[src/rtl/row_pe_gen.sv]
`default_nettype none
// ============================================================================
// Module   : row_pe_gen
// Purpose  : Row-wise 1-D convolution PE producing "same"-size rows with edge
//            padding. Define ROW_PE_EDGE_REPLICATE_EN for replicate padding
//            (default build pads both row edges with zero).
// Revision : 1.0  initial release
// ============================================================================
module row_pe_gen #(
  parameter int                          DATA_W     = 8,
  parameter int                          KERNEL_W   = 3,
  parameter int                          COEFF_W    = 5,
  parameter logic [KERNEL_W*COEFF_W-1:0] WEIGHTS    = 15'h0441,
  parameter int                          NORM_SHIFT = 2
) (
  input  logic              i_clk,
  input  logic              i_rst,
  input  logic              i_vld,
  input  logic              i_eor,
  input  logic              i_eof,
  input  logic [DATA_W-1:0] i_data,
  output logic              o_rdy,
  output logic              o_vld,
  output logic              o_eor,
  output logic              o_eof,
  output logic [DATA_W-1:0] o_data,
  input  logic              i_rdy
);

  localparam int c_H  = (KERNEL_W - 1) / 2;
  localparam int c_AW = DATA_W + COEFF_W + $clog2(KERNEL_W) + 1;
  localparam int c_CW = $clog2(c_H + 2) + 1;
  localparam int c_FW = (c_H > 1) ? $clog2(c_H) : 1;
  localparam logic signed [c_AW-1:0] c_SMAX = c_AW'((1 << DATA_W) - 1);
  localparam logic [c_CW-1:0]        c_EMIT = c_CW'(c_H + 1);

  typedef enum logic [1:0] {
    S_START  = 2'd0,
    S_STREAM = 2'd1,
    S_FLUSH  = 2'd2
  } state_t;

  // --------------------------------------------------------------------------
  // Input skid buffer
  // --------------------------------------------------------------------------
  logic              r_sk_full;
  logic              r_sk_eor;
  logic              r_sk_eof;
  logic [DATA_W-1:0] r_sk_data;
  logic              r_rdy;

  logic              w_adv;
  logic              w_in_acc;
  logic              w_src_vld;
  logic              w_src_eor;
  logic              w_src_eof;
  logic [DATA_W-1:0] w_src_data;
  logic              w_take;
  logic              w_sk_full_nxt;

  state_t r_state;

  // The whole PE moves only when the output register can be overwritten.
  assign w_adv      = !o_vld || i_rdy;
  assign w_in_acc   = i_vld && r_rdy;
  assign w_src_vld  = r_sk_full || w_in_acc;
  assign w_src_data = r_sk_full ? r_sk_data : i_data;
  assign w_src_eor  = r_sk_full ? r_sk_eor  : i_eor;
  assign w_src_eof  = r_sk_full ? r_sk_eof  : i_eof;
  assign w_take     = w_src_vld && w_adv && (r_state != S_FLUSH);

  assign w_sk_full_nxt = r_sk_full ? !w_take : (w_in_acc && !w_take);

  always_ff @(posedge i_clk) begin
    if (i_rst) begin
      r_sk_full <= 1'b0;
      r_sk_eor  <= 1'b0;
      r_sk_eof  <= 1'b0;
      r_sk_data <= '0;
      r_rdy     <= 1'b0;
    end else begin
      r_sk_full <= w_sk_full_nxt;
      r_rdy     <= !w_sk_full_nxt;
      if (!r_sk_full && w_in_acc && !w_take) begin
        r_sk_eor  <= i_eor;
        r_sk_eof  <= i_eof;
        r_sk_data <= i_data;
      end
    end
  end

  assign o_rdy = r_rdy;

  // --------------------------------------------------------------------------
  // Edge padding values
  // --------------------------------------------------------------------------
  logic [DATA_W-1:0] w_lpad;
  logic [DATA_W-1:0] w_rpad;

`ifdef ROW_PE_EDGE_REPLICATE_EN
  logic [DATA_W-1:0] r_last;

  always_ff @(posedge i_clk) begin
    if (i_rst) begin
      r_last <= '0;
    end else if (w_take && w_src_eor) begin
      r_last <= w_src_data;
    end
  end

  assign w_lpad = w_src_data;
  assign w_rpad = r_last;
`else
  assign w_lpad = '0;
  assign w_rpad = '0;
`endif

  // --------------------------------------------------------------------------
  // Row FSM and window
  // --------------------------------------------------------------------------
  logic [DATA_W-1:0] r_win [KERNEL_W];
  logic [c_CW-1:0]   r_cnt;
  logic [c_FW-1:0]   r_fcnt;
  logic              r_row_eof;
  logic              r_b_vld;
  logic              r_b_eor;
  logic              r_b_eof;
  logic [c_CW-1:0]   w_cnt_inc;

  // The beat count only has to reach H+1, so it saturates there.
  assign w_cnt_inc = (r_cnt >= c_EMIT) ? r_cnt : r_cnt + 1'b1;

  always_ff @(posedge i_clk) begin
    if (i_rst) begin
      r_state   <= S_START;
      r_cnt     <= '0;
      r_fcnt    <= '0;
      r_row_eof <= 1'b0;
      r_b_vld   <= 1'b0;
      r_b_eor   <= 1'b0;
      r_b_eof   <= 1'b0;
      for (int j = 0; j < KERNEL_W; j++) begin
        r_win[j] <= '0;
      end
    end else if (w_adv) begin
      r_b_vld <= 1'b0;
      r_b_eor <= 1'b0;
      r_b_eof <= 1'b0;
      case (r_state)
        S_START, S_STREAM: begin
          if (w_take) begin
            r_win[0] <= w_src_data;
            if (r_state == S_START) begin
              for (int j = 1; j < KERNEL_W; j++) begin
                r_win[j] <= w_lpad;
              end
              r_cnt   <= c_CW'(1);
              r_b_vld <= (c_H == 0);
            end else begin
              for (int j = 1; j < KERNEL_W; j++) begin
                r_win[j] <= r_win[j-1];
              end
              r_cnt   <= w_cnt_inc;
              r_b_vld <= (w_cnt_inc >= c_EMIT);
            end
            r_state <= S_STREAM;
            if (w_src_eor) begin
              if (c_H == 0) begin
                r_state <= S_START;
                r_b_eor <= 1'b1;
                r_b_eof <= w_src_eof;
              end else begin
                r_state   <= S_FLUSH;
                r_fcnt    <= '0;
                r_row_eof <= w_src_eof;
              end
            end
          end
        end
        S_FLUSH: begin
          r_win[0] <= w_rpad;
          for (int j = 1; j < KERNEL_W; j++) begin
            r_win[j] <= r_win[j-1];
          end
          r_cnt   <= w_cnt_inc;
          r_b_vld <= (w_cnt_inc >= c_EMIT);
          r_fcnt  <= r_fcnt + 1'b1;
          if (r_fcnt == c_FW'(c_H - 1)) begin
            r_state <= S_START;
            r_b_eor <= 1'b1;
            r_b_eof <= r_row_eof;
          end
        end
        default: r_state <= S_START;
      endcase
    end
  end

  // --------------------------------------------------------------------------
  // Stage 1: per-tap products (pixels zero-extended, coefficients signed)
  // --------------------------------------------------------------------------
  logic signed [c_AW-1:0] w_prod [KERNEL_W];
  logic signed [c_AW-1:0] r_prod [KERNEL_W];
  logic                   r_v1;
  logic                   r_e1;
  logic                   r_f1;

  for (genvar j = 0; j < KERNEL_W; j++) begin : g_tap
    localparam logic signed [COEFF_W-1:0] c_W  = WEIGHTS[j*COEFF_W +: COEFF_W];
    localparam logic signed [c_AW-1:0]    c_WX = c_AW'(c_W);
    assign w_prod[j] = $signed({{(c_AW-DATA_W){1'b0}}, r_win[j]}) * c_WX;
  end

  always_ff @(posedge i_clk) begin
    if (i_rst) begin
      r_v1 <= 1'b0;
      r_e1 <= 1'b0;
      r_f1 <= 1'b0;
      for (int j = 0; j < KERNEL_W; j++) begin
        r_prod[j] <= '0;
      end
    end else if (w_adv) begin
      r_v1 <= r_b_vld;
      r_e1 <= r_b_eor;
      r_f1 <= r_b_eof;
      for (int j = 0; j < KERNEL_W; j++) begin
        r_prod[j] <= w_prod[j];
      end
    end
  end

  // --------------------------------------------------------------------------
  // Stage 2: accumulate
  // --------------------------------------------------------------------------
  logic signed [c_AW-1:0] w_acc;
  logic signed [c_AW-1:0] r_sum;
  logic                   r_v2;
  logic                   r_e2;
  logic                   r_f2;

  always_comb begin
    w_acc = '0;
    for (int j = 0; j < KERNEL_W; j++) begin
      w_acc = w_acc + r_prod[j];
    end
  end

  always_ff @(posedge i_clk) begin
    if (i_rst) begin
      r_sum <= '0;
      r_v2  <= 1'b0;
      r_e2  <= 1'b0;
      r_f2  <= 1'b0;
    end else if (w_adv) begin
      r_sum <= w_acc;
      r_v2  <= r_v1;
      r_e2  <= r_e1;
      r_f2  <= r_f1;
    end
  end

  // --------------------------------------------------------------------------
  // Stage 3: normalise (floor via arithmetic shift), saturate, output
  // --------------------------------------------------------------------------
  logic signed [c_AW-1:0] w_shf;
  logic [DATA_W-1:0]      w_sat;
  logic                   r_o_vld;
  logic                   r_o_eor;
  logic                   r_o_eof;
  logic [DATA_W-1:0]      r_o_data;

  always_comb begin
    w_shf = r_sum >>> NORM_SHIFT;
    if (w_shf[c_AW-1]) begin
      w_sat = '0;
    end else if (w_shf > c_SMAX) begin
      w_sat = c_SMAX[DATA_W-1:0];
    end else begin
      w_sat = w_shf[DATA_W-1:0];
    end
  end

  always_ff @(posedge i_clk) begin
    if (i_rst) begin
      r_o_vld  <= 1'b0;
      r_o_eor  <= 1'b0;
      r_o_eof  <= 1'b0;
      r_o_data <= '0;
    end else if (w_adv) begin
      r_o_vld  <= r_v2;
      r_o_eor  <= r_e2;
      r_o_eof  <= r_f2;
      r_o_data <= w_sat;
    end
  end

  assign o_vld  = r_o_vld;
  assign o_eor  = r_o_eor;
  assign o_eof  = r_o_eof;
  assign o_data = r_o_data;

endmodule
`default_nettype wire

[config.mk]
export PLATFORM = sky130hd
export DESIGN_NAME = row_pe_gen
export DESIGN_NICKNAME = d
export VERILOG_FILES = /design/src/rtl/row_pe_gen.sv
export SDC_FILE = /design/constraint.sdc
export NUM_CORES = 1
export LEC_CHECK = 0
export ABC_AREA = 0
export CORE_UTILIZATION = 41
export CTS_CLUSTER_SIZE = 8
export DETAILED_ROUTE_END_ITERATION = 8
export PLACE_DENSITY = 0.7
export SLEW_MARGIN = 20
export SYNTH_ARGS = -nofsm -noshare
export SYNTH_HDL_FRONTEND = slang
export SYNTH_SLANG_ARGS = --single-unit
[constraint.sdc]
create_clock -name i_clk -period 4.4 [get_ports i_clk]
set_clock_uncertainty 0.2 [all_clocks]
set_input_delay 1.1 -clock i_clk [delete_from_list [all_inputs] [get_ports i_clk]]
set_output_delay 1.1 -clock i_clk [all_outputs]
set_load 0.03 [all_outputs]
== Word level (Yosys, flattened, before mapping) ==
Memory sizes are Yosys's and may differ from the RTL's.
Cells that the tools add are included.

* Add/sub/neg operators: 4
* Multiply operators: 0
* Div/mod/pow operators: 0
* Order comparisons: 3
* Equality and inequality tests: 6
* Shift-type cells: 0
* Mux-type cells: 61
* Bitwise operators: 11
* Reductions and logical operators: 19

{| class="wikitable"
|+ Operator list
! operator !! count
|-
| $mux W8 || 11
|-
| $mux W1 || 37
|-
| $add A16 B16 Y16 || 2
|-
| $mux W9 || 3
|-
| $gt A14 B9 Y1 const B || 1
|-
| $or A1 B1 Y1 || 11
|-
| $mux W3 || 3
|-
| $ne A2 B2 Y1 const B || 4
|-
| $reduce_and A4 Y1 || 2
|-
| $ge A3 B2 Y1 const B || 2
|-
| $logic_and A1 B1 Y1 || 6
|-
| $mux W2 || 3
|-
| $pmux W3 S2 || 1
|-
| $reduce_and A3 Y1 || 2
|-
| $logic_not A1 Y1 || 4
|-
| $pmux W1 S2 || 2
|-
| $pmux W2 S2 || 1
|-
| $add A3 B1 Y3 const B || 1
|-
| $eq A2 B1 Y1 const B || 1
|-
| $eq A2 B2 Y1 const B || 1
|-
| $logic_not A2 Y1 || 1
|-
| $logic_or A1 B1 Y1 || 2
|-
| $reduce_bool A2 Y1 || 1
|-
| $reduce_or A2 Y1 || 1
|-
| $add A1 B1 Y1 const B || 1
|}

* Register bits after elaboration: 55
* Bits in latches: 0
* RAM bits: 51
* ROM bits: 0
* Bits of input ports: 14
* Output and inout port bits: 12
* Word-level logic and storage cells: 129
* Memories kept: 2

{| class="wikitable"
|+ Memory list
! memory !! words !! bits a word !! rd ports !! clocked after Yosys merged registers in !! write ports !! line !! source
|-
| r_prod || 3 || 9 || 3 || 0 || 3 || 203 || <nowiki>logic signed [c_AW-1:0] r_prod [KERNEL_W];</nowiki>
|-
| r_win || 3 || 8 || 3 || 0 || 3 || 121 || <nowiki>logic [DATA_W-1:0] r_win [KERNEL_W];</nowiki>
|}

== Logic depth before layout (Yosys ltp) ==
Gate-level depths: netlist of run 1.

* Depth after elaboration: 12
* Depth in mapped cells: 8
* Mapped depth without buffers: 8

== Worst setup path before layout of run 1 ==
OpenSTA, ideal clock, no wires.

* Path type: register -> register
* Start: memory r_prod[0][3] in the netlist's numbering
* End: register r_sum[7]
* Library setup time: 0.117 ns
* Arrival: 2.247 ns
* Required time: 4.083 ns
* Slack: 1.836 ns
* Cell stages (with the launch flop): 8
* Buffers on the path: 0
* Clock period less this slack: 2.564 ns
* Cells stage by stage: edfxtp_1 fa_1 ha_1 nor2b_4 o31a_1 o21a_1 or3_1 a32o_1

{| class="wikitable"
|+ RTL lines
! element !! line !! source
|-
| from (decl) || 203 ||
|-
| to (signal assigned) || 255 || <nowiki>r_sum <= w_acc;</nowiki>
|-
| to (decl) || 236 || <nowiki>logic signed [c_AW-1:0] r_sum;</nowiki>
|}

==> impl_metrics.tcl, run 1 <==
set metrics [dict create \
    leakagePower_uw 0.00177 \
    synth.mux.area_fraction 0.0520 \
    post_synth_inst_count 369 \
    insertedDiodeCount 0 \
    worst_hold_path_type "reg2reg" \
    yosysSeqAreaShare 0.566 \
    cts_tree "done" \
    finalSetupViolations 0 \
    clock_path_buffers 2 \
    maximum_number_of_pins_on_one_net_before_global_route_repair 44 \
    netSwitchingFraction 0.230 \
    power_density_nw_per_um2 372 \
    grt.total_usage 0.145 \
    yosys.area_share.xor_xnor 0.00861 \
    pwr-share-comb 0.076 \
    synth-adder-area-share 0.0670 \
    routabilityCongestion 0.891 \
    io_buffer_count 25 \
    dieArea_um2 10300 \
    die_width_um 102 \
    synth_top_cell_area_share 0.295 \
    crit_required_ns 4.32 \
    cts_root_buffer "clkbuf_8" \
    finalCritPeriodShare 0.675 \
    dominant_combinational_cell_family_by_area_after_synthesis "simple AND/OR/NAND/NOR gates" \
    wl_mm 6.60 \
    start_to_end_type_of_the_worst_setup_path "in2reg" \
    grt_pass1_wl_mm 11.5 \
    worstPathMaxFanout 29 \
    route.vias.total 2531 \
    fin_setup_tns_ns 0 \
    grt_antenna_before_repair 0 \
    filler_cell_count 858 \
    layout-drive-gt1-share 0.0756 \
    synth_async_sr_flop_share 0 \
    netlist_area_um2 4070 \
    routed_length_per_placed_instance_um 12.5 \
    post_synth_num_cell_types 48 \
    startpoint_type "input port" \
    die-height_um 102 \
    clock_sinks 95 \
    cap_violations 0 \
    yosysMostFrequentCell "dfxtp_1" \
    ys.warnings.count 0 \
    synth_edf_count 40 \
    cts_hold_buf 0 \
    synth.ff_latch_count 95 \
    routed_via_count_divided_by_cell_count 4.81 \
    fmaxAchievable_mhz 337 \
    dr.first_iter.drc_count 103 \
    clk_transition_reported_paths_ns 0.09 \
    synthTopCellsByArea "edfxtp_1, dfxtp_1, and2_1" \
    io_pins 26 \
    clkLatencyLatePin_ns 0.36 \
    avgSynthCellArea_um2 11.0 \
    endpoint_kind "flop" \
    post_synth_top_flop "dfxtp_1" \
    power.sequential.fraction 0.563 \
    core_area_um2 9420 \
    ant_nets 0 \
    drt_first_pass_iters 4 \
    final-max-slew-violation-count 0 \
    netSwitchingPower_uw 396 \
    synth_top_cells_by_count "dfxtp_1, nand2_1, and2_1, edfxtp_1, nor2_1" \
    dp_hpwl_mm 4.79 \
    nets 423 \
    rows 35 \
    area_delta_synth_final_pct 14.0 \
    ir_drop_mv 0.201 \
    cts-buffers-inserted 9 \
    worst_slew_pin_slew_ns 0.878 \
    internal_power_uw 1330 \
    synth-simple-area-share 0.176 \
    synth_top_area_cell "edfxtp_1" \
    pwr-share-clk 0.361 \
    postCtsResizedCells 0 \
    global_route_congestion_overflow_total 0 \
    arrival_time_at_the_worst_endpoint_ns 2.89 \
    start_util 0.432 \
    postCtsSetupBuffers 0 \
    synth_compound_area_frac 0.100 \
    reg2reg_slack_ns 1.72 \
    p_total_uw 1730 \
    drc_errors_left 0 \
    first_global_vias 2475 \
    htree_num_levels 3 \
    run_status "completed" \
    postSynthNetCount 400 \
    hold_violations 0 \
    rsz0062_at_grt "no" \
    post_layout_minimum_cycle_time_ns 2.97 \
    slew_headroom 0.414 \
]
[cells by family (layout without fill, tap and decap cells)]
logic type / count (synthesis) / after routing
and+or+nand+nor: 141 / 141
DFF: 95 / 95
AOI/OAI and AO/OA: 66 / 66
buffers and inverters: 25 / 53
muxes: 21 / 21
adders and majority gates: 17 / 17
xor gates and xnor gates: 4 / 4
[state kept, by name, summed over array words and instances (netlist names), 2 cells and up]
| name | flops |
|---|---|
| r_sk_data | 8 |
| r_win | 24 |
| r_sum | 8 |
| r_state | 2 |
| o_data | 8 |
| r_cnt | 3 |
| r_prod | 24 |
[power by group through the flow]
| stage | sequential [uW] | clock [uW] | combinational (uW) |
|---|---|---|---|
| after floorplan | 994 | 0 | 86.4 |
| after global placement | 992 | 0 | 131 |
| after detailed placement | 994 | 0 | 133 |
| after CTS | 973 | 639 | 134 |
| after global routing | 978 | 678 | 149 |
| final | 972 | 623 | 131 |
[final timing paths]
check                                   start           to  cells past startpoint
worst max register to register  r_prod[0][12]     r_sum[7]                      7
worst max-delay path                    i_rdy  r_win[2][7]                      6
worst min-delay path                     r_e1         r_e1                      2
worst min register to register           r_e1         r_e1                      2
[layout make-up]
cell class              count  area (um^2)  share of cell area
well taps                 129          161              0.0348
clock inverters             5         58.8              0.0127
repair buffers             29          280              0.0604
inverters                   8         30.0             0.00647
multi-input cells         249         1640               0.354
flip-flops and latches     95         2300               0.496
clock buffers              11          163              0.0351
[metrics by stage]
step / area, um^2 / utilization / hold WS (ns) / setup WS (ns) / instances
after global placement: 4420 / 0.469 / 0.240 / 1.11 / 510
after global routing: 4640 / 0.493 / 0.273 / 1.29 / 526
final: 4640 / 0.493 / 0.258 / 1.43 / 526
after detailed placement: 4420 / 0.469 / 0.246 / 1.03 / 510
after CTS: 4640 / 0.493 / 0.258 / 1.42 / 526
after floorplan: 4070 / - / 0.230 / 1.84 / 369
[layout by cell type (no fill, tap or decap), types with 2 or more instances in the layout]
| master | synthesis | routed |
|---|---|---|
| clkdlybuf4s50_1 | 0 | 25 |
| nor3_1 | 6 | 6 |
| a22o_1 | 3 | 3 |
| a21o_1 | 5 | 5 |
| fa_1 | 8 | 8 |
| nor2b_1 | 4 | 3 |
| nor2_1 | 27 | 27 |
| a21oi_1 | 26 | 26 |
| nand3_1 | 2 | 2 |
| edfxtp_1 | 40 | 40 |
| xnor2_1 | 2 | 2 |
| o21a_1 | 3 | 3 |
| a31oi_1 | 2 | 2 |
| inv_1 | 8 | 8 |
| inv_6 | 0 | 2 |
| and2_1 | 40 | 40 |
| buf_4 | 1 | 4 |
| clkbuf_8 | 1 | 10 |
| a211oi_1 | 4 | 4 |
| nand2_1 | 48 | 48 |
| o21ai_0 | 15 | 15 |
| or3_1 | 2 | 2 |
| dfxtp_1 | 55 | 55 |
| nand2b_1 | 3 | 3 |
| xor2_1 | 2 | 2 |
| mux2i_1 | 20 | 20 |
| ha_1 | 9 | 9 |
[per-layer routing]
layer	part of all wire	vias to the layer above	track usage
met5	0	-	0
met4	0.0089	0	0.0468
met3	0.037	6	0.0393
met2	0.45	37	0.226
met1	0.50	1169	0.196
li1	-	1319	-
[worst max-delay path, cell delays in order]
cell and delay [ns]:
clkdlybuf4s50_1 0.43, nor2b_2 0.30, buf_4 0.37, nor2_4 0.16
o21a_1 0.29, and2_1 0.24
No activity file was read; power rests on OpenSTA's default activity.
==> run 2: changes to the inputs <==
--- a/config.mk
+++ b/config.mk
@@ -9,7 +9,7 @@
 export CORE_UTILIZATION = 41
 export CTS_CLUSTER_SIZE = 8
 export DETAILED_ROUTE_END_ITERATION = 8
-export PLACE_DENSITY = 0.7
+export PLACE_DENSITY = 0.72
 export SLEW_MARGIN = 20
 export SYNTH_ARGS = -nofsm -noshare
 export SYNTH_HDL_FRONTEND = slang
==> constraint.sdc (replaced) <==
create_clock -name i_clk -period 2.6 [get_ports i_clk]
set_clock_uncertainty 0.2 [all_clocks]
set_input_delay 0.65 -clock i_clk [delete_from_list [all_inputs] [get_ports i_clk]]
set_output_delay 0.65 -clock i_clk [all_outputs]
set_load 0.03 [all_outputs]
==> run 2 against run 1 <==
Effect of this change:
- the flow now finishes with violations (setup timing)
- utilization is 1.1 points higher
- via count is 1.6% higher
- non-clock buffer count is 13 higher
- combinational power is 82% higher
- largest power group unchanged
- final area is 2.2% higher
- sequential share of layout area is 1.1 points lower
- highest routed layer unchanged
- routed wire length is 3.5% lower
- register-to-register slack worse by 1.7 ns
==> impl_metrics.tcl, run 2 (synthesis results as in run 1) <==
set metrics [dict create \
    run_status "finished with violations" \
    violations_in_the_final_reports "setup timing" \
    start_to_end_type_of_the_worst_setup_path "reg2reg" \
    crit_slowest_cell "fa_1" \
    ant_nets 0 \
    clock_sinks 95 \
    routed_via_count_divided_by_cell_count 4.77 \
    rows 35 \
    first_global_vias 2591 \
    filler_cell_count 876 \
    detailed_place.area_um2 4530 \
    clkLatencyLatePin_ns 0.36 \
    io_buffer_count 25 \
    postCtsSetupBuffers 0 \
    netSwitchingPower_uw 651 \
    dieArea_um2 10300 \
    worstPathMaxFanout 3 \
    wl_mm 6.37 \
    slew_headroom 0.689 \
    maximum_number_of_pins_on_one_net_before_global_route_repair 29 \
    startpoint_type "flop" \
    core_area_um2 9420 \
    start_util 0.432 \
    final-max-slew-violation-count 0 \
    worst_hold_path_type "reg2reg" \
    fin_setup_tns_ns -0.00313 \
    die_width_um 102 \
    layout_commonest_cell "dfxtp_1" \
    fmaxAchievable_mhz 384 \
    pwr-share-clk 0.334 \
    post_layout_minimum_cycle_time_ns 2.60 \
    route.vias.total 2572 \
    drc_errors_left 0 \
    cap_violations 0 \
    netSwitchingFraction 0.230 \
    place_ws_ns -0.0375 \
    ir_drop_mv 0.441 \
    power.sequential.fraction 0.582 \
    crit_required_ns 2.66 \
    nets 436 \
    slowest_delay_ns 0.59 \
    pwr-share-comb 0.084 \
    insertedDiodeCount 0 \
    dp_hpwl_mm 4.76 \
    worst_slew_pin_slew_ns 0.465 \
    dr.first_iter.drc_count 93 \
    finalCritPeriodShare 1.00 \
    global_route_congestion_overflow_total 0 \
    cts_hold_buf 0 \
    hold_violations 0 \
    area_delta_synth_final_pct 16.6 \
    htree_num_levels 3 \
    cp_cell_sequence "fa_1, ha_4, nor2b_4, o31a_1, o21a_1, or3_1, a32o_1" \
    die-height_um 102 \
    arrival_time_at_the_worst_endpoint_ns 2.66 \
    power_density_nw_per_um2 596 \
    finalCoreUtilization 0.504 \
    grt.total_usage 0.142 \
    endpoint_kind "flop" \
    cts_root_buffer "clkbuf_8" \
    critPathTopFamily "adder cells" \
    cts_tree "done" \
    finalSetupViolations 1 \
    layout-drive-gt1-share 0.115 \
    internal_power_uw 2170 \
    grt_pass1_wl_mm 11.2 \
    clock_path_buffers 2 \
    layout.area.seq_um2 2300 \
    postLayoutCellArea_um2 4740 \
    io_pins 26 \
    count_of_buffer_and_inverter_cells_on_the_critical_path 0 \
    routed_length_per_placed_instance_um 11.8 \
    setup_slack_ns -0.00313 \
    leakagePower_uw 0.00182 \
    grt_antenna_before_repair 0 \
    biggestRegsByFlops "r_prod: 24 flops, r_win: 24 flops" \
    multiInputGateArea_um2 1670 \
    routabilityCongestion 0.795 \
    drt_first_pass_iters 5 \
    rsz0062_at_grt "yes" \
    most-common-layout-cells "dfxtp_1, nand2_1, and2_1, edfxtp_1, nor2_1" \
    clk_transition_reported_paths_ns 0.09 \
    cts-buffers-inserted 9 \
]
run 2: per-stage QoR:
stage	instances	hold WS, ns	power (uW)
after floorplan	369	0.230	1830
after detailed placement	523	0.243	1920
after global placement	523	0.240	1910
after global routing	539	0.270	2960
final	539	0.255	2830
after CTS	539	0.257	2870
run 2: power groups by stage:
stage	logic (uW)	registers (uW)	clock network (uW)
after floorplan	146	1680	0
after global placement	230	1680	0
after detailed placement	236	1680	0
after CTS	241	1650	979
after global routing	268	1650	1030
final	238	1640	943
run 2: per-layer routing:
metal | vias up | wire length (um) | global-route usage
li1 | 1339 | - | -
met1 | 1176 | 2960 | 0.167
met2 | 47 | 3030 | 0.239
met3 | 10 | 251 | 0.0414
met4 | 0 | 123 | 0.0669
met5 | - | 0 | 0
run 2: final timing paths:
kind,startpoint,endpoint,slack (ns),cells past startpoint
setup reg to reg,r_prod[0][21],r_sum[7],-0.003,7
hold / removal,o_eof,o_eof,0.25,2
setup / recovery,r_prod[0][21],r_sum[7],-0.003,7
hold reg to reg,o_eof,o_eof,0.25,2
run 2: final cells by class:
class | instances | area share
well taps | 129 | 0.0340
inverters | 8 | 0.00633
repair buffers | 42 | 0.0823
clock buffers | 9 | 0.0261
clock inverters | 7 | 0.0145
multi-input cells | 249 | 0.351
flip-flops and latches | 95 | 0.485
run 2: timing repair:
item	in CTS	in global routing
gates resized for setup	3	1
setup endpoints to repair	1	2
pin swaps	2	2
run 2: worst register-to-register path, delay by kind of cell (launching register included):
family	cells	cell delay, ns
simple gates	2	0.43
compound gates	3	0.68
fa+ha+maj	2	0.80
flops	1	0.40
==> run 3: changes to the inputs <==
--- a/config.mk
+++ b/config.mk
@@ -7,6 +7,7 @@
 export LEC_CHECK = 0
 export ABC_AREA = 0
 export CORE_UTILIZATION = 41
+export CTS_CLUSTER_DIAMETER = 80
 export CTS_CLUSTER_SIZE = 8
 export DETAILED_ROUTE_END_ITERATION = 8
 export PLACE_DENSITY = 0.72
==> results of run 3 <==
No change in the layout: final DEF, timing and power equal those of run 2.
==> patch (settings of run 2) <==
Add a define of `ROW_PE_EDGE_REPLICATE_EN`.
--- a/src/rtl/row_pe_gen.sv
+++ b/src/rtl/row_pe_gen.sv
@@ -7,4 +7,6 @@
 // Revision : 1.0  initial release
 // ============================================================================
+`define ROW_PE_EDGE_REPLICATE_EN
+
 module row_pe_gen #(
   parameter int                          DATA_W     = 8,
Function: changed (a bounded check fails within 10 cycles, from zero or initial values and one cycle with i_rst high).
==> patch against run 2 <==
- die area up 11%
- sequential power grew 12%
- final area increased by 9.9%
- routed wire length increased by 18%
- power up 15%
- worst setup slack improved by 0.098 ns
- area after synthesis increased by 11%
- combinational power rose by 37%
- critical path depth stayed put
- sequential cell count increased by 8
- fmax up 3.9%
==> patch: results (changes against run 2) <==
yosys:
  synthXorXnorAreaFrac_pct: 0.582  # -0.28 points
  synth_adder_area_share_pct: 6.04  # -0.66 points
  synthMuxAreaShare_pct: 4.65  # -0.54 points
  synth_cell_types: 45  # -6.3%
  synth.area.top_cells: "edfxtp_1, dfxtp_1, mux2i_1"
  synth_compound_area_share_pct: 13.9  # +3.9 points
  synth_edf_count: 48  # +20%
  syn_inst: 417  # +13%
  ys_seq_area_share_pct: 56.3  # -0.29 points
  syn_nets: 448  # +12%
  synth_top_cells_by_count: "dfxtp_1, edfxtp_1, nand2_1"
cts:
  cts_resized: 0  # -3
  cts_setup_buffers: 0  # unchanged
placement:
  numPlacedInstances: 569  # +8.8%
  gp_congestion: 0.848  # +6.7%
  place_hpwl_mm: 5.46  # +15%
  place_ws_ns: 0.0425  # +0.0799 ns
global_route:
  grt_max_degree: 30  # +3.4%
  grt_util_met1_pct: 18.7  # +2.0 points
  grt_pass1_vias: 2877  # +11%
  use_met3_pct: 3.65  # -0.49 points
  met2_usage_pct: 23.2  # -0.68 points
  grt_usage_pct: 14.4  # +0.20 points
  grt_pass1_wl_mm: 13.2  # +18%
detailed_routing:
  firstDrtPassIters: 4  # -1
  dr.first_iter.drc_count: 142  # +53%
  routed_wl_mm: 7.49  # +18%
  routedWlPerCell_um: 12.8  # +8.3%
  via_per_inst: 5.00  # +4.8%
power:
  max-vdd-ir-drop_v: 0.000293  # -33%
  power.leakage_nw: 2.09  # +14%
finish:
  final_nets: 475  # +8.9%
  layout-drive-gt1-share_pct: 9.13  # -2.3 points
critical_path:
  reg2reg_setup_slack_ns: 0.1  # +0.10 ns
  cp_slowest_cell: "fa_1"
  crit_fanout: 4  # +1
min_path:
  min_from: "r_e2"
sta:
  relSlewSlack_pct: 72.5  # +3.5 points
status:
  status: "finished clean"
==> patch: cell count changes in the layout (fill, tap and decap cells not counted), sizes merged, moves of 3 or more <==
cell / change
clkbuf: +3
nor3b: +3
edfxtp: +8
a211oi: +10
and2: -15
a21o: +17
nor2: +18
==> patch: area by class of cell <==
cell class | count | area [µm²] | share of cell area (%)
Clock buffer | 12 | 188 | 3.60
Multi-Input combinational cell | 282 | 1850 | 35.5
Sequential cell | 103 | 2540 | 48.8
Timing Repair Buffer | 39 | 388 | 7.44
Tap cell | 136 | 170 | 3.26
Clock inverter | 4 | 40.0 | 0.768
Inverter | 9 | 33.8 | 0.648
==> patch: routing by layer <==
metal / wire, µm / vias up / part of all wire [%]
met3: 280 / 13 / 3.7
met5: 0 / - / 0
met1: 3620 / 1335 / 48
met2: 3460 / 62 / 46
li1: - / 1516 / -
met4: 122 / 0 / 1.6
==> patch: worst register-to-register path: stages, from the launching register on <==
cell and delay, ns:
edfxtp_1 0.41, fa_1 0.59, ha_4 0.22, nor2b_4 0.13, o31a_1 0.31, o21a_1 0.21
or3_1 0.31, nand3_1 0.08
==> patch: worst max path at each step <==
stage	to	slack (ns)	cells past startpoint
after floorplan	r_sum[7]	0.18	7
after global placement	r_win[2][1]	0.06	5
after detailed placement	r_sum[7]	0.04	7
after CTS	r_sum[7]	0.03	7
after global routing	r_sum[7]	0.0003	7
final	r_sum[7]	0.1	7
==> patch: power breakdown <==
group,switching (mW),internal (mW)
sequential,0.0470,1.79
combinational,0.174,0.153
clock,0.574,0.510
total,0.795,2.45
